--- config.mk ---
export PLATFORM = sky130hd
export DESIGN_NAME = spi_slave_rx_tx
export DESIGN_NICKNAME = d
export VERILOG_FILES = /design/src/rtl/spi_pkg.sv /design/src/rtl/spi_sync_edge.sv /design/src/rtl/spi_slave_rx_tx.sv
export SDC_FILE = /design/constraint.sdc
export NUM_CORES = 1
export LEC_CHECK = 0
export ABC_AREA = 1
export BUFFER_PORTS_ARGS = -buffer_cell sky130_fd_sc_hd__buf_4
export CAP_MARGIN = 20
export CELL_PAD_IN_SITES_DETAIL_PLACEMENT = 1
export CELL_PAD_IN_SITES_GLOBAL_PLACEMENT = 1
export CORE_UTILIZATION = 30
export CTS_BUF_LIST = sky130_fd_sc_hd__clkbuf_4 sky130_fd_sc_hd__clkbuf_8 sky130_fd_sc_hd__clkbuf_16
export DETAILED_ROUTE_END_ITERATION = 16
export PLACE_DENSITY = 0.66
export REMOVE_ABC_BUFFERS = 1
export SYNTH_ARGS = -nofsm -noshare
export SYNTH_HDL_FRONTEND = slang
export SYNTH_SLANG_ARGS = --single-unit
--- constraint.sdc ---
create_clock -name i_clk -period 1.7 [get_ports i_clk]
set_input_delay 0.17 -clock i_clk [delete_from_list [all_inputs] [get_ports i_clk]]
set_output_delay 0.17 -clock i_clk [all_outputs]
set_load 0.02 [all_outputs]
--- src/rtl/spi_pkg.sv ---
// Shared types for the SPI slave endpoint: captured bus mode, controller states
// and the default word width.
package spi_pkg;

    localparam int DATA_W_DEF = 8;

    typedef struct packed {
        logic cpol;
        logic cpha;
    } spi_mode_t;

    typedef enum logic [1:0] {
        ST_IDLE,
        ST_LOAD,
        ST_ACTIVE
    } spi_state_t;

endpackage

--- src/rtl/spi_sync_edge.sv ---
// Multi-flop synchronizer for one asynchronous pin, with rise/fall detect taken
// between the last synchronized sample and the one before it.
module spi_sync_edge #(
    parameter int   STAGES  = 2,
    parameter logic RST_VAL = 1'b0
) (
    input  logic clk,
    input  logic rst_n,
    input  logic din,
    output logic q,
    output logic rise,
    output logic fall
);

    logic [STAGES-1:0] chain;
    logic              prev;

    always_ff @(posedge clk) begin
        if (!rst_n) begin
            chain <= {STAGES{RST_VAL}};
            prev  <= RST_VAL;
        end else begin
            chain <= {chain[STAGES-2:0], din};
            prev  <= chain[STAGES-1];
        end
    end

    assign q    = chain[STAGES-1];
    assign rise = q & ~prev;
    assign fall = ~q & prev;

endmodule

--- src/rtl/spi_slave_rx_tx.sv ---
// SPI slave endpoint: oversampled pins, all four CPOL/CPHA modes, MSB-first words,
// RX strobe out and a single-entry TX holding register with ready/strobe handshake.
//
//   state     | meaning
//   ----------+-------------------------------------------------------------
//   ST_IDLE   | CS high; MISO low, bit counter cleared, SCLK edges ignored
//   ST_LOAD   | one cycle after CS falls; first word moved into tx_shift
//   ST_ACTIVE | CS low; sampling, driving MISO, reloading at word boundary
module spi_slave_rx_tx
    import spi_pkg::*;
#(
    parameter int DATA_W      = DATA_W_DEF,
    parameter int SYNC_STAGES = 2
) (
    input  logic              i_clk,
    input  logic              rst_n,
    input  logic              clockPolarity,
    input  logic              clockPhase,
    input  logic              i_spi_clk,
    input  logic              i_spi_mosi,
    input  logic              i_spi_cs,
    output logic              o_spi_miso,
    input  logic [DATA_W-1:0] i_TX_BYTE,
    input  logic              i_TX_DE,
    output logic              o_TX_READY,
    output logic [DATA_W-1:0] o_RX_BYTE,
    output logic              o_RX_DE,
    output logic              o_TX_UNDERRUN,
    output logic              o_busy
);

    localparam int              CNT_W = (DATA_W > 2) ? $clog2(DATA_W) : 1;
    localparam logic [CNT_W-1:0] LAST = CNT_W'(DATA_W - 1);

    logic sclk_q, sclk_rise, sclk_fall;
    logic cs_q, cs_rise, cs_fall;
    logic [SYNC_STAGES-1:0] mosi_chain;
    logic mosi_q;

    spi_sync_edge #(.STAGES(SYNC_STAGES), .RST_VAL(1'b0)) u_sync_sclk (
        .clk  (i_clk),
        .rst_n(rst_n),
        .din  (i_spi_clk),
        .q    (sclk_q),
        .rise (sclk_rise),
        .fall (sclk_fall)
    );

    spi_sync_edge #(.STAGES(SYNC_STAGES), .RST_VAL(1'b1)) u_sync_cs (
        .clk  (i_clk),
        .rst_n(rst_n),
        .din  (i_spi_cs),
        .q    (cs_q),
        .rise (cs_rise),
        .fall (cs_fall)
    );

    always_ff @(posedge i_clk) begin
        if (!rst_n) begin
            mosi_chain <= '0;
        end else begin
            mosi_chain <= {mosi_chain[SYNC_STAGES-2:0], i_spi_mosi};
        end
    end
    assign mosi_q = mosi_chain[SYNC_STAGES-1];

    spi_state_t        state;
    spi_mode_t         mode;
    logic [CNT_W-1:0]  cnt;
    logic [DATA_W-1:0] rx_shift;
    logic [DATA_W-1:0] tx_shift;
    logic [DATA_W-1:0] hold;
    logic              tx_ready;
    logic              underrun_pend;

    logic sclk_edge, leading, trailing, sample_edge, drive_edge, reload_now, accept_tx;

    // Leading edge leaves the idle level, so the new synchronized level differs from CPOL.
    assign sclk_edge   = sclk_rise | sclk_fall;
    assign leading     = sclk_edge & (sclk_q != mode.cpol);
    assign trailing    = sclk_edge & (sclk_q == mode.cpol);
    assign sample_edge = mode.cpha ? trailing : leading;
    assign drive_edge  = mode.cpha ? leading : trailing;
    assign reload_now  = (state == ST_LOAD) ||
                         ((state == ST_ACTIVE) && !cs_rise && sample_edge && (cnt == LAST));
    assign accept_tx   = i_TX_DE && (tx_ready || reload_now);

    always_ff @(posedge i_clk) begin
        if (!rst_n) begin
            state         <= ST_IDLE;
            mode          <= '0;
            cnt           <= '0;
            rx_shift      <= '0;
            tx_shift      <= '0;
            hold          <= '0;
            tx_ready      <= 1'b1;
            underrun_pend <= 1'b0;
            o_spi_miso    <= 1'b0;
            o_RX_BYTE     <= '0;
            o_RX_DE       <= 1'b0;
            o_TX_UNDERRUN <= 1'b0;
        end else begin
            o_RX_DE       <= 1'b0;
            o_TX_UNDERRUN <= 1'b0;

            // Reload consumes the old holding value before a same-cycle write lands.
            if (reload_now) begin
                tx_shift <= tx_ready ? '0 : hold;
            end
            if (accept_tx) begin
                hold     <= i_TX_BYTE;
                tx_ready <= 1'b0;
            end else if (reload_now) begin
                tx_ready <= 1'b1;
            end

            case (state)
                ST_IDLE: begin
                    o_spi_miso    <= 1'b0;
                    cnt           <= '0;
                    underrun_pend <= 1'b0;
                    if (cs_fall) begin
                        mode  <= '{cpol: clockPolarity, cpha: clockPhase};
                        state <= ST_LOAD;
                    end
                end
                ST_LOAD: begin
                    o_TX_UNDERRUN <= tx_ready;
                    if (!mode.cpha) begin
                        o_spi_miso <= tx_ready ? 1'b0 : hold[DATA_W-1];
                    end
                    state <= cs_rise ? ST_IDLE : ST_ACTIVE;
                end
                ST_ACTIVE: begin
                    if (cs_rise) begin
                        state         <= ST_IDLE;
                        cnt           <= '0;
                        rx_shift      <= '0;
                        underrun_pend <= 1'b0;
                        o_spi_miso    <= 1'b0;
                    end else begin
                        if (sample_edge) begin
                            rx_shift <= {rx_shift[DATA_W-2:0], mosi_q};
                            if (cnt == LAST) begin
                                cnt           <= '0;
                                o_RX_BYTE     <= {rx_shift[DATA_W-2:0], mosi_q};
                                o_RX_DE       <= 1'b1;
                                underrun_pend <= tx_ready;
                            end else begin
                                cnt <= cnt + 1'b1;
                            end
                        end
                        if (drive_edge) begin
                            o_spi_miso <= tx_shift[LAST - cnt];
                        end
                        // An empty reload is only reported once the next word really starts.
                        if (leading && (cnt == '0) && underrun_pend) begin
                            o_TX_UNDERRUN <= 1'b1;
                            underrun_pend <= 1'b0;
                        end
                    end
                end
                default: state <= ST_IDLE;
            endcase
        end
    end

    assign o_TX_READY = tx_ready;
    assign o_busy     = ~cs_q;

endmodule
==> summary.txt, run 1 <==
Rows -> 31
Leakage -> 1.25 nW
worst hold slack -> 0.0399 ns
simple-gate share of the synthesized area -> 24.7%
number of DRC markers in iteration 0 -> 26
Fmax achieved -> 630 MHz
via count -> 1989
Wirelength per Cell -> 12.1 um
CP Capture Type -> flop
main combinational cell family by area after synthesis -> simple AND/OR/NAND/NOR gates
# diodes -> 0
setup violators final -> 0
die width -> 88.5 um
CTS tree -> done
Post-route DRC -> 0
core footprint -> 7250 um^2
Post-synth EDFFs -> 0
FILL cells -> 918
arrival time at the worst endpoint -> 1.84 ns
die height -> 88.5 um
DRT antenna net count -> 0
Post-Synth Adder-Cell Area -> 3.90%
Final Power -> 0.00296 W
post-place setup slack -> 0.0670 ns
final hold vios -> 0
# hold bufs at CTS -> 0
XOR/XNOR Fraction of Synth Area -> 0%
clock transition at the registers of the reported paths -> 0.10 ns
startpoint types -> flop
Mapped Area -> 2250 um^2
worst setup margin -> 0.111 ns
Synth Register Bits -> 51
io pins -> 29
Peak supply drop -> 317 uV
total length of routed wires -> 5300 um
nets -> 363
max-slew violation count -> 0
Hold Path Class -> input pin to flop
largest net degree at the start of global routing -> 26
proportion of synthesized area in mux cells -> 0%
clk root buf -> clkbuf_8
most common cell in the synthesized netlist -> nand2_1
post-detail-place hpwl -> 3540 um
H-tree depth -> 2
complex-gate fraction of the synthesized area -> 16.3%
Synth area leaders -> dfxtp_1 45%, nand2_1 9.5%, a21oi_1 9.4%
share of the synthesized area in the top cell type -> 45.5%
CTS sink count -> 51
Worst Tran Pin Value -> 0.606 ns
R2R depth -> 9
CTS buffer count -> 5
layout cell share with drive strength beyond 1 -> 23.5%
fin crit share -> 93.4%
vias in the first global route -> 1823
Slew headroom -> 59.6%
Critical Path Fanout Max -> 8
Synth Warn # -> 0
Port Buf Inserts -> 28
cell depth of the worst min-delay path -> 2
grt ovf -> 0
die area -> 7840 um^2
ys async rst share -> 0%
Worst Path Required -> 1.95 ns
first drt pass iteration count -> 3
Primary FF master, synth -> dfxtp_1
pwr/cell area -> 1050 nW/um^2
Synth Instances -> 305
most frequent cells after synthesis -> 57 x nand2_1, 51 x dfxtp_1, 42 x a21oi_1, 40 x inv_1, 33 x nor2_1
Distinct cells, synth -> 25
initial core utilization -> 31.0%
Max clock buf depth -> 2
clock latency at the later pin of the worst-skew pair -> 0.31 ns
Layout area overhead -> 25.8%
skew final -> 0.00900 ns
gpl congestion -> 0.730
post-layout min period -> 1.59 ns
status -> finished, final reports clean
gr usage total -> 13.6%
first-pass GRT wire length -> 8240 um
Post-Syn Area per Cell -> 7.36 um^2
crit path kind -> flop to flop
initial antenna violation count -> 0
vias per inst -> 4.52
cell taking the most area after synthesis -> dfxtp_1
register area share after synthesis -> 45.5%
max-cap viol count -> 0
==> path summary, 6_finish.rpt <==
kind	to	slack (ns)	startpoint
hold reg to reg	u_sync_sclk.chain[1]	0.42	u_sync_sclk.chain[0]
setup / recovery	tx_shift[0]	0.11	state[0]
hold / removal	u_sync_cs.chain[0]	0.04	i_spi_cs
setup reg to reg	tx_shift[0]	0.11	state[0]
==> report_power, final <==
part,leakage [nW],internal [W],total [W],switching (W)
combinational,0.760,0.000238,0.000621,0.000383
sequential,0.417,0.00128,0.00133,0.0000517
clock,0.0688,0.000604,0.00101,0.000405
==> critical path, stage by stage, from the launching register on <==
cell	delay [ns]
dfxtp_2	0.35
inv_2	0.06
ha_2	0.19
inv_2	0.05
nor2_4	0.21
nand3_4	0.21
nand2_8	0.15
buf_4	0.12
o21ai_0	0.08
nor2_1	0.10
==> sequential cells by signal, summed over array words and instances, names as in the netlist <==
| signal | flops |
|---|---|
| hold | 8 |
| o_RX_BYTE | 8 |
| tx_shift | 8 |
| rx_shift | 7 |
| cnt | 3 |
| mode | 2 |
| mosi_chain | 2 |
| state | 2 |
| u_sync_cs.chain | 2 |
| u_sync_sclk.chain | 2 |
| o_RX_DE | 1 |
| o_TX_READY | 1 |
| o_TX_UNDERRUN | 1 |
| o_spi_miso | 1 |
| u_sync_cs.prev | 1 |
| u_sync_sclk.prev | 1 |
| underrun_pend | 1 |
==> stage by stage <==
step | utilization, % | instance area, um^2 | setup TNS [ns] | instances
floorplan | - | 2200 | 0 | 295
global placement | 35.5 | 2570 | 0 | 426
detailed placement | 35.5 | 2570 | 0 | 426
CTS | 37.4 | 2710 | 0 | 434
global route | 39.0 | 2830 | -0.0927 | 440
finish | 39.0 | 2830 | 0 | 440
==> cells in the final DEF, fill, tap and decap left out, types with 2 or more instances in the layout <==
cell type,n
inv_1,36
buf_4,35
nand3_1,11
ha_2,2
nand3_4,3
dfxtp_2,2
nor2_2,2
clkbuf_8,5
o21ai_1,5
nor2_4,2
o21ai_0,23
nor2_1,32
inv_2,6
dfxtp_1,49
nand2_2,2
nand3_2,5
or2_2,2
a21oi_1,39
a21oi_2,3
inv_4,2
bufinv_16,2
nand2_1,57
nor3_1,2
ha_1,5
==> repair_timing <==
item,4_1_cts,5_1_grt
hold endpoints to repair,0,0
setup endpoints to repair,0,32
setup buffers,0,4
gates resized for setup,0,20
==> cell families after synthesis <==
kind of cell / after synthesis
flops: 51
fa+ha+maj: 7
compound gates: 72
buf+inv: 55
simple gates: 120
==> layer usage <==
metal	GRT usage [%]	wire, um	vias to the layer above
met5	0	0	-
met4	3.96	80	0
met3	3.08	107	7
met2	22.4	2480	20
met1	17.8	2640	923
li1	-	-	1039
==> area by class of cell <==
cell class,count,area [um^2],share of cell area (%)
Clock buffer,6,76.3,2.70
Clock inverter,2,60.1,2.13
Inverter,45,178,6.29
Multi-Input combinational cell,201,1080,38.3
Sequential cell,51,1020,36.2
Tap cell,99,124,4.38
Timing Repair Buffer,36,283,10.0
Note: power is estimated with default switching activity, not from simulation.
==> inputs of run 2 (changes only) <==
GPL_ROUTABILITY_DRIVEN = 0   (was unset)
MAX_ROUTING_LAYER = met4   (was unset)
==> summary.txt, run 2 (synthesis results as in run 1) <==
initial antenna violation count -> 0 (unchanged)
number of DRC markers in iteration 0 -> 26 (unchanged)
# diodes -> 0 (unchanged)
die area -> 7840 um^2 (unchanged)
Worst Tran Pin Value -> 0.602 ns (-0.00397 ns)
arrival time at the worst endpoint -> 1.85 ns (about the same)
Sequential Power Share -> 44.9% (about the same)
Slew headroom -> 59.8% (+0.26 points)
Post-route DRC -> 0 (unchanged)
final hold vios -> 0 (unchanged)
Peak supply drop -> 317 uV (-0.15%)
clock transition at the registers of the reported paths -> 0.10 ns (about the same)
post-detail-place hpwl -> 3540 um (unchanged)
max-slew violation count -> 0 (unchanged)
Leakage -> 1.25 nW (unchanged)
setup violators final -> 0 (unchanged)
total length of routed wires -> 5300 um (-0.17%)
die width -> 88.5 um (unchanged)
area of the multi-input gates -> 1080 um^2 (unchanged)
status -> finished, final reports clean
Port Buf Inserts -> 28 (unchanged)
switching part of the total -> 28.3% (-0.050 points)
commonest non-fill, non-tap cell in the layout -> nand2_1
vias per inst -> 4.50 (-0.40%)
Fmax achieved -> 626 MHz (-0.49%)
most frequent cells in the layout -> 57 x nand2_1, 49 x dfxtp_1, 39 x a21oi_1
CTS sink count -> 51 (unchanged)
Top Registers -> hold x8, o_RX_BYTE x8, tx_shift x8
NetSw -> 0.000837 W (-0.24%)
pwr/cell area -> 1050 nW/um^2 (about the same)
fin crit share -> 93.9% (+0.46 points)
Worst Path Required -> 1.95 ns (about the same)
gr usage total -> 14.1% (+0.43 points)
largest net degree at the start of global routing -> 26 (unchanged)
combinational power share -> 21.0% (about the same)
layout cell share with drive strength beyond 1 -> 23.5% (unchanged)
Layout area overhead -> 25.8% (unchanged)
clock latency at the later pin of the worst-skew pair -> 0.31 ns (about the same)
Clk pwr share -> 34.1% (about the same)
FILL cells -> 918 (unchanged)
clk root buf -> clkbuf_8
vias in the first global route -> 1823 (unchanged)
post-layout min period -> 1.60 ns (+0.00776 ns)
startpoint types -> flop
crit path kind -> flop to flop
Wirelength per Cell -> 12.0 um (-0.17%)
# hold bufs at CTS -> 0 (unchanged)
core footprint -> 7250 um^2 (unchanged)
first-pass GRT wire length -> 8240 um (unchanged)
Rows -> 31 (unchanged)
CTS buffer count -> 5 (unchanged)
Hold Path Class -> input pin to flop
Reg2Reg Setup Slack -> 0.10 ns (about the same)
Post-Route Setup TNS -> 0 ns (unchanged)
first drt pass iteration count -> 4 (+1)
via count -> 1981 (-0.40%)
Max clock buf depth -> 2 (unchanged)
io pins -> 29 (unchanged)
flip-flop and latch area -> 1020 um^2 (unchanged)
H-tree depth -> 2 (unchanged)
skew final -> 0.0120 ns (+0.00295 ns)
CTS tree -> done
initial core utilization -> 31.0% (unchanged)
CP Capture Type -> flop
nets -> 363 (unchanged)
max-cap viol count -> 0 (unchanged)
grt ovf -> 0 (unchanged)
Critical Path Fanout Max -> 8 (unchanged)
placed cell areas -> 2570 um^2 (unchanged)
internal power -> 0.00212 W (about the same)
die height -> 88.5 um (unchanged)
DRT antenna net count -> 0 (unchanged)
Post-Layout Inst Area -> 2830 um^2 (unchanged)
==> run 2: cell counts in the layout (fill, tap and decap cells not counted) <==
No cell type changed its count.
==> run 2: worst max-delay path: stages, from the launching register on <==
cell and delay (ns):
dfxtp_2 0.35, inv_2 0.06, ha_2 0.19, inv_2 0.05, nor2_4 0.21, nand3_4 0.21, nand2_8 0.16, buf_4 0.12
o21ai_0 0.08, nor2_1 0.10
==> run 2: repair_timing <==
| item | 4_1_cts | 5_1_grt |
|---|---|---|
| setup buffers | 0 | 4 |
| setup endpoints to repair | 0 | 32 |
| gates resized for setup | 0 | 20 |
==> run 2: path summary, 6_finish.rpt <==
kind / cells after the start / to / startpoint
setup / recovery: 9 / tx_shift[0] / state[0]
hold / removal: 2 / u_sync_cs.chain[0] / i_spi_cs
setup reg to reg: 9 / tx_shift[0] / state[0]
hold reg to reg: 2 / u_sync_sclk.chain[1] / u_sync_sclk.chain[0]
==> run 2: routing by layer <==
layer,vias to the layer above,global-route usage [%],wire [um]
met3,7,3.08,126
met4,0,3.96,75
met1,912,17.8,2610
met5,-,-,0
li1,1039,-,-
met2,23,22.4,2490
==> run 2: layout make-up <==
cell class	instances	area share (%)
inverters	45	6.29
repair buffers	36	10.0
clock buffers	6	2.70
clock inverters	2	2.13
well taps	99	4.38
flip-flops and latches	51	36.2
multi-input cells	201	38.3
==> run 2: power groups by stage <==
stage	sequential (W)	clock (W)	combinational (W)
final	0.00133	0.00101	0.000620
after global routing	0.00134	0.00108	0.000710
after CTS	0.00133	0.00104	0.000566
after detailed placement	0.00135	0	0.000562
after global placement	0.00135	0	0.000555
after floorplan	0.00135	0	0.000381
==> run 2: per-stage QoR <==
stage / total power, W / hold slack, ns / worst slack, ns / cells / utilization [%]
after floorplan: 0.00173 / 0.240 / 0.190 / 295 / -
after global placement: 0.00190 / 0.355 / 0.149 / 426 / 35.5
after detailed placement: 0.00191 / 0.359 / 0.0670 / 426 / 35.5
after CTS: 0.00293 / 0.0365 / 0.0400 / 434 / 37.4
after global routing: 0.00313 / 0.0278 / -0.0375 / 440 / 39.0
final: 0.00296 / 0.0385 / 0.104 / 440 / 39.0
==> inputs of run 3 (changes only) <==
ABC_AREA = unset   (was 1)
GPL_ROUTABILITY_DRIVEN = unset   (was 0)
PLACE_DENSITY = 0.63   (was 0.66)
==> summary.txt, run 3 <==
Hold Path Class -> input pin to flop
arrival time at the worst endpoint -> 1.95 ns (+0.10 ns)
XOR/XNOR Fraction of Synth Area -> 0.400% (+0.40 points)
Leakage -> 1.11 nW (-11%)
status -> finished with violations
area of the multi-input gates -> 1150 um^2 (+6.0%)
RSZ-0062 raised after global routing -> true
Final Power -> 0.00260 W (-12%)
total length of routed wires -> 4940 um (-6.7%)
Worst Path Required -> 1.90 ns (-0.05 ns)
final hold vios -> 0 (unchanged)
initial core utilization -> 31.7% (+0.70 points)
Post-Layout Inst Area -> 2850 um^2 (+0.89%)
worst setup margin -> -0.0508 ns (-0.155 ns)
register area share after synthesis -> 46.7% (+1.2 points)
crit path kind -> flop to flop
commonest non-fill, non-tap cell in the layout -> buf_4
first-pass GRT wire length -> 8430 um (+2.3%)
io pins -> 29 (unchanged)
failing checks -> negative setup slack
FILL cells -> 830 (-9.6%)
H-tree depth -> 2 (unchanged)
hold_sp -> i_spi_cs
clock transition at the registers of the reported paths -> 0.10 ns (about the same)
via count -> 1740 (-12%)
Post-Syn Area per Cell -> 9.94 um^2 (+35%)
number of DRC markers in iteration 0 -> 60 (+130%)
vias in the first global route -> 1812 (-0.60%)
main combinational cell family by area after synthesis -> simple AND/OR/NAND/NOR gates
die area -> 7640 um^2 (-2.6%)
most common cell in the synthesized netlist -> dfxtp_1
cell depth of the worst min-delay path -> 2 (unchanged)
Hold Crit Endpoint -> u_sync_cs.chain[0]
most frequent cells in the layout -> 50 x buf_4, 45 x dfxtp_1, 29 x nor2b_1
clk root buf -> clkbuf_8
setup violators final -> 8 (+8)
Primary FF master, synth -> dfxtp_1
initial antenna violation count -> 0 (unchanged)
post-detail-place hpwl -> 3550 um (+0.51%)
Critical Path Fanout Max -> 8 (unchanged)
Mapped Area -> 2190 um^2 (-2.6%)
grt ovf -> 0 (unchanged)
skew final -> 0.0154 ns (+0.00346 ns)
cell taking the most area after synthesis -> dfxtp_1
Post-Route Setup TNS -> -0.158 ns (-0.158 ns)
# hold bufs at CTS -> 0 (unchanged)
Distinct cells, synth -> 33 (+32%)
fin crit share -> 103% (+9.1 points)
startpoint types -> flop
CTS tree -> done
pwr/cell area -> 911 nW/um^2 (-13%)
Post-synth EDFFs -> 0 (unchanged)
nets -> 295 (-19%)
DRT antenna net count -> 0 (unchanged)
flip-flop and latch area -> 1030 um^2 (+0.49%)
Synth area leaders -> dfxtp_1 47%, mux2i_1 10%, nor2b_1 8.3%
vias per inst -> 4.72 (+4.7%)
Worst Tran Pin Value -> 0.302 ns (-0.300 ns)
largest net degree at the start of global routing -> 33 (+27%)
simple-gate share of the synthesized area -> 22.8% (-1.9 points)
reg2reg start -> mode[1]
post-layout min period -> 1.75 ns (+0.155 ns)
worst hold slack -> 0.0338 ns (-0.00478 ns)
Rows -> 30 (-3.2%)
Max clock buf depth -> 2 (unchanged)
first drt pass iteration count -> 4 (unchanged)
Top Registers -> hold x8, o_RX_BYTE x8, tx_shift x8
R2R depth -> 7 (-2)
Post-route DRC -> 0 (unchanged)
die height -> 87.4 um (-1.3%)
Post-Synth Adder-Cell Area -> 4.00% (+0.10 points)
max-slew violation count -> 0 (unchanged)
Wirelength per Cell -> 13.4 um (+11%)
CP Capture Type -> flop
Layout area overhead -> 30.3%
ys async rst share -> 0% (unchanged)
clock latency at the later pin of the worst-skew pair -> 0.32 ns (about the same)
complex-gate fraction of the synthesized area -> 10.9% (-5.5 points)
Reg2Reg Setup Slack -> -0.05 ns (-0.15 ns)
post-place setup slack -> -0.0920 ns (-0.159 ns)
core footprint -> 6910 um^2 (-4.8%)
Synth Warn # -> 0 (unchanged)
Fmax achieved -> 571 MHz (-8.8%)
proportion of synthesized area in mux cells -> 12.8% (+13 points)
max-cap viol count -> 0 (unchanged)
CTS sink count -> 51 (unchanged)
RR Endpoint -> hold[6]
Synth Instances -> 220 (-28%)
Slew headroom -> 79.6% (+20 points)
Port Buf Inserts -> 28 (unchanged)
placed cell areas -> 2690 um^2 (+4.5%)
gpl congestion -> 0.762
# diodes -> 0 (unchanged)
layout cell share with drive strength beyond 1 -> 29.7% (+6.2 points)
share of the synthesized area in the top cell type -> 46.7% (+1.2 points)
Synth Register Bits -> 51 (unchanged)
gr usage total -> 14.7% (+0.65 points)
Peak supply drop -> 383 uV (+21%)
CTS buffer count -> 5 (unchanged)
die width -> 87.4 um (-1.3%)
most frequent cells after synthesis -> 51 x dfxtp_1, 29 x nor2b_1, 22 x mux2i_1, 19 x nand2_1, 9 x a22oi_1
## run 3: changes by cell type after synthesis, sizes merged, moves of 3 or more
cell    before  now
nand2       60   19
nand4b       0    7
nand2b       0    5
nand3       17    5
nor2        36    6
and2         0    6
mux2i        0   22
o21ai       29   15
a22oi        0    9
inv         45    6
buf          3    0
a21oi       42    5
nor2b        0   29
## run 3: logic make-up (layout without fill, tap and decap cells)
family,count (synthesis),in the layout
AO/OA/AOI/OAI,36,36
XOR/XNOR,1,1
adder cells (fa/ha/maj),7,7
buffers and inverters,14,67
flip-flops,51,51
multiplexers,25,25
AND/OR/NAND/NOR,86,86
## run 3: per-stage QoR
step	instances	util [%]
final	369	41.3
after global routing	369	41.3
after CTS	367	40.6
after global placement	358	38.9
after detailed placement	358	38.9
after floorplan	212	-
## run 3: power breakdown
| part | internal, W | switching, W |
|---|---|---|
| Combinational | 0.000282 | 0.000284 |
| Sequential | 0.00124 | 0.0000323 |
| Clock | 0.000306 | 0.000451 |
## run 3: area by class of cell
| cell class | instances | share of cell area [%] |
|---|---|---|
| Multi-Input combinational cell | 155 | 40.2 |
| Sequential cell | 51 | 36.1 |
| Timing Repair Buffer | 53 | 15.3 |
| Tap cell | 96 | 4.21 |
| Clock buffer | 5 | 2.41 |
| Clock inverter | 3 | 1.01 |
| Inverter | 6 | 0.790 |
## run 3: what timing repair did
| item | CTS | global route |
|---|---|---|
| setup buffers | 1 | 2 |
| pin swaps | 2 | 1 |
| gates resized for setup | 6 | 7 |
| endpoints found under the setup margin | 24 | 31 |
## run 3: worst max-delay path by stage
stage	to	slack, ns	cells after the start	startpoint
detailed placement	hold[2]	-0.09	7	mode[1]
CTS	hold[6]	-0.06	7	mode[1]
global route	hold[6]	-0.13	7	mode[0]
global placement	hold[0]	-0.05	7	mode[1]
finish	hold[6]	-0.05	7	mode[1]
floorplan	hold[0]	-0.18	5	mode[1]
## run 3: worst max-delay path, stage by stage (launching register included)
cell and delay [ns]:
dfxtp_2 0.35, xor2_1 0.15, buf_4 0.14, mux2_4 0.33, o31ai_4 0.22, buf_12 0.18, mux2i_2 0.20, nor2b_1 0.07
## run 3: layer usage
| layer | vias up | global-route usage [%] | part of all wire (%) |
|---|---|---|---|
| li1 | 866 | - | - |
| met1 | 847 | 17.2 | 46 |
| met2 | 21 | 25.4 | 50 |
| met3 | 6 | 2.84 | 2.2 |
| met4 | 0 | 4.47 | 1.2 |
| met5 | - | - | 0 |
